`src/rtl/round_robin_mask_ctrl.sv`:
```
// Round-robin mask and registered grant holder feeding a masked priority arbiter.
// Optional forced release after TIMEOUT hold cycles when RR_TIMEOUT_EN is defined.
module round_robin_mask_ctrl #(
  parameter int width   = 8,
  parameter int TIMEOUT = 16
) (
  input  logic             clk,
  input  logic             rst,
  input  logic [width-1:0] request,
  input  logic [width-1:0] arb_grant,
  input  logic             done,
  output logic [width-1:0] masked_request,
  output logic [width-1:0] mask,
  output logic [width-1:0] grant,
  output logic             grant_valid,
  output logic             timeout
);

  localparam logic IDLE = 1'b0;
  localparam logic BUSY = 1'b1;
  localparam logic [width-1:0] ONE = {{(width-1){1'b0}}, 1'b1};

  logic             state;
  logic [width-1:0] next_mask;
  logic             onehot;
  logic             accept;
  logic             release_req;
  logic             release_all;

  assign masked_request = request & mask;

  assign onehot = (arb_grant != '0) &&
                  ((arb_grant & (arb_grant - ONE)) == '0);

  assign accept = (state == IDLE) && (request != '0) && onehot &&
                  ((arb_grant & ~request) == '0);

  assign release_req = (state == BUSY) &&
                       (done || ((grant & request) == '0));

  // Bits above the owner stay enabled; owner at the top wraps to zero.
  assign next_mask = ~((grant << 1) - ONE);

`ifdef RR_TIMEOUT_EN
  localparam int CW = $clog2(TIMEOUT) + 1;

  logic [CW-1:0] hold;
  logic          force_rel;

  assign force_rel = (state == BUSY) && !release_req &&
                     (hold == CW'(TIMEOUT - 1));
  assign timeout     = force_rel;
  assign release_all = release_req || force_rel;

  always_ff @(posedge clk) begin
    if (rst) begin
      hold <= '0;
    end else if ((state == BUSY) && !release_all) begin
      hold <= hold + 1'b1;
    end else begin
      hold <= '0;
    end
  end
`else
  assign timeout     = 1'b0;
  assign release_all = release_req;
`endif

  always_ff @(posedge clk) begin
    if (rst) begin
      state       <= IDLE;
      grant       <= '0;
      grant_valid <= 1'b0;
      mask        <= '1;
    end else begin
      unique case (state)
        IDLE: begin
          if (accept) begin
            grant       <= arb_grant;
            grant_valid <= 1'b1;
            state       <= BUSY;
          end
        end
        BUSY: begin
          if (release_all) begin
            grant       <= '0;
            grant_valid <= 1'b0;
            mask        <= next_mask;
            state       <= IDLE;
          end
        end
        default: state <= IDLE;
      endcase
    end
  end

endmodule

```
`config.mk`:
```
export PLATFORM = sky130hd
export DESIGN_NAME = round_robin_mask_ctrl
export DESIGN_NICKNAME = d
export VERILOG_FILES = /design/src/rtl/round_robin_mask_ctrl.sv
export SDC_FILE = /design/constraint.sdc
export NUM_CORES = 1
export LEC_CHECK = 0
export ABC_AREA = 0
export CORE_MARGIN = 2
export CORE_UTILIZATION = 35
export CTS_BUF_LIST = sky130_fd_sc_hd__clkbuf_16
export DETAILED_ROUTE_END_ITERATION = 6
export GPL_TIMING_DRIVEN = 1
export MAX_ROUTING_LAYER = met4
export PLACE_DENSITY = 0.72
export SETUP_SLACK_MARGIN = 0.02
export SYNTH_ARGS = -nofsm -noshare
export SYNTH_HDL_FRONTEND = slang
export SYNTH_SLANG_ARGS = --single-unit
```
`constraint.sdc`:
```
create_clock -name clk -period 1.9 [get_ports clk]
set_input_delay 0.38 -clock clk [delete_from_list [all_inputs] [get_ports clk]]
set_output_delay 0.38 -clock clk [all_outputs]
set_load 0.05 [all_outputs]
```
==> results of run 1 <==
## registers in the layout (all words and copies together) (netlist names)
| signal | flops |
|---|---|
| grant_valid | 1 |
| grant | 8 |
| state | 1 |
| mask | 8 |
## worst max path at each step
stage	startpoint	cells past startpoint	end	slack, ns
2_1_floorplan	grant[3]$_SDFFE_PP0P_	6	mask[1]$_SDFFE_PP1P_	0.02
3_3_place_gp	arb_grant[0]	7	grant[4]$_SDFFE_PP0P_	-0.38
3_5_place_dp	arb_grant[0]	7	grant[3]$_SDFFE_PP0P_	-0.51
4_1_cts	arb_grant[1]	7	grant[3]$_SDFFE_PP0P_	0.03
5_1_grt	request[4]	6	state$_SDFF_PP0_	0.02
6_report	request[4]	6	state$_SDFF_PP0_	0.08
## cell type report
class | count | area, um^2 | area share [%]
multi-input combinational | 93 | 684.4 | 37.29
timing repair buffer | 65 | 643.1 | 35.04
sequential | 18 | 365.4 | 19.90
clock buffer | 3 | 75.07 | 4.090
tap | 33 | 41.29 | 2.249
inverter | 6 | 22.52 | 1.227
clock inverter | 1 | 3.754 | 0.2045
## routing by layer
layer	wire length, um	track usage (%)	vias up
li1	-	-	564
met1	1349	24.80	550
met2	1676	35.87	31
met3	162	2.620	7
met4	62	9.524	0
met5	0	-	-
## kinds of logic after synthesis
logic type      count (synthesis)
simple gates                   54
compound gates                 24
flops                          18
buf+inv                        12
mux                             8
xor+xnor                        5
fa+ha+maj                       1
other cells                     1
## worst max-delay path: stages
cell and delay (ns):
clkdlybuf4s50_1 0.50, or4_1 0.50, o21ai_1 0.16, nor4_2 0.08, buf_4 0.17, o21ba_1 0.18
## report_power, final
| part | total (uW) | switching, uW | internal (uW) |
|---|---|---|---|
| registers | 379 | 0.924 | 379 |
| clock network | 427 | 147 | 280 |
| logic | 216 | 107 | 109 |
## cell usage in the layout, fill, tap and decap left out, types with 2 or more instances in the layout
cell             count
nor2_1               8
clkbuf_16            3
buf_6                3
dfxtp_1             14
buf_12               9
a21oi_1              2
buf_4               33
o21ba_1              2
clkdlybuf4s50_1      7
clkbuf_2             2
or4_1                2
mux2i_1              8
or2b_1               2
xor2_1               2
xnor2_1              3
inv_1                6
dlygate4sd2_1        9
nand2b_1            10
a211o_1              7
nand2_1              9
and2_1               9
nor3_1               3
dfxtp_2              4
a22oi_1              5
## metrics by stage
| stage | utilization [%] | instances |
|---|---|---|
| final | 61.12 | 219 |
| after detailed placement | 57.83 | 214 |
| after global routing | 61.12 | 219 |
| after global placement | 57.83 | 214 |
| after CTS | 60.54 | 219 |
| after floorplan | - | 123 |
## timing repair
action,4_1_cts,5_1_grt
pin swaps,3,5
setup endpoints to repair,10,10
hold buffers,0,0
endpoints found under the hold margin,0,0
gates resized for setup,18,15
cloned,1,0
==> flow_metrics.py, run 1 <==
metrics = {
    "status": {
        "status": "finished, final reports clean",
    },
    "synth": {
        "synth_area_leaders": "dfxtp_1 33%, mux2i_1 7.4%, nand2b_1 5.8%",
        "synthAdderAreaFrac_pct": 1.155,
        "yosys-top-cells-count": "18 x dfxtp_1, 10 x nand2b_1, 9 x and2_1, 9 x nand2_1, 9 x nor2_1",
        "ys.flop_type": "dfxtp_1",
        "synthSimpleGateAreaFrac_pct": 30.72,
        "synth-compound-area-share_pct": 17.44,
        "synth_top_family_by_area": "simple AND/OR/NAND/NOR gates",
        "syn_area_per_cell_um2": 8.809,
        "netlist.area_leader.share_pct": 33.26,
        "synthMuxAreaShare_pct": 7.390,
        "synth_seq_cells": 18,
        "synthXorXnorAreaFrac_pct": 4.042,
        "syn_inst": 123,
        "netlist_area_mm2": 0.001084,
        "ys_seq_area_share_pct": 33.26,
        "synth-async-reset-ratio_pct": 0,
        "synth_cell_type_count": 40,
        "ys.warnings.count": 0,
        "synth_largest_area_cell": "dfxtp_1",
        "synth_nets": 143,
        "synth_most_common_cell": "dfxtp_1",
        "synth_edf_count": 0,
    },
    "drt": {
        "drt_iter0_markers": 63,
        "drtPass1Iterations": 4,
        "wl_per_cell_um": 14.84,
        "post_drt_via_cell_ratio": 5.260,
        "finalWirelength_um": 3251,
        "ant_nets": 0,
        "num_vias": 1152,
        "drc": 0,
    },
    "global_route": {
        "track_usage_pct": 21.19,
        "grt_max_degree": 20,
        "antenna_found_initial": 0,
        "grt_pass1_wl_um": 5464,
        "grt_pass1_vias": 1153,
        "grt-ovfl-total": 0,
    },
    "final_layout": {
        "final_area_mm2": 0.001836,
        "n_antenna_cell": 0,
        "fillers": 264,
        "area_growth_pct": 69.40,
        "nets": 207,
        "drive_gt1_share_pct": 33.87,
    },
    "min_path": {
        "holdPathStages": 1,
        "hold_class": "flip-flop to flip-flop",
        "hold-path-endpoint": "mask[0]$_SDFFE_PP1P_",
        "min_from": "mask[0]$_SDFFE_PP1P_",
    },
    "timing": {
        "setup_violations": 0,
        "fmax_mhz": 547.9,
        "tns_ns": 0,
        "timing.slew.headroom_pct": 66.54,
        "slew_violations": 0,
        "final_hold_viol_count": 0,
        "skew_ns": 0.004163,
        "post-route-period-util_pct": 96.05,
        "hold_ws_ns": 0.4783,
        "tightest_slew_ns": 0.5004,
        "min_period_ns": 1.825,
        "rsz0062_at_grt": "no",
        "finalWorstSetupSlack_ns": 0.07501,
    },
    "setup_path": {
        "crit_type": "input pin to flip-flop",
        "r2r_slack_ns": 0.31,
        "path_max_fanout": 5,
        "endpoint_kind": "flip-flop",
        "rr_endpoint": "mask[6]$_SDFFE_PP1P_",
        "cp.arrival_ns": 1.97,
        "reg2reg_from": "grant[0]$_SDFFE_PP0P_",
        "rr_worst_depth": 5,
        "cp.required_ns": 2.05,
        "worstSetupStartpointType": "input pin",
    },
    "floorplanning": {
        "core_area_mm2": 0.003003,
        "die_height_um": 59.64,
        "die_width_um": 59.64,
        "start_util_pct": 36.08,
        "rows": 20,
        "die-area_mm2": 0.003557,
        "pin_count": 45,
    },
    "clock_tree": {
        "cts_tree": "built",
        "clk_pin_slew_worst_paths_ns": 0.05,
        "cts_buffer_depth": 2,
        "root_buffer": "clkbuf_16",
        "cts_buffers": 3,
        "cts_setup_buffers": 0,
        "cts.sinks": 18,
        "htree_levels": 1,
        "clkLatencyLatePin_ns": 0.25,
    },
    "pwr": {
        "vdd_ir_drop_max_mv": 0.3997,
        "p_leak_uw": 0.0007621,
        "power_density_mw_per_mm2": 557.3,
        "p_total_uw": 1023,
    },
    "placed_design": {
        "dpl_worst_slack_ns": -0.5103,
        "routabilityCongestion": 0.7932,
        "place_area_mm2": 0.001737,
        "hpwl_um": 2531,
        "numPortBuffers": 43,
    },
    "run": {
        "max_cap_violations": 0,
    },
}
Power figures use the tool's default switching activity.
==> run 2: changes to the inputs <==
Settings changed: CTS_CLUSTER_SIZE set to 40.
==> results of run 2 <==
No change in the layout: final DEF, timing and power equal those of run 1.
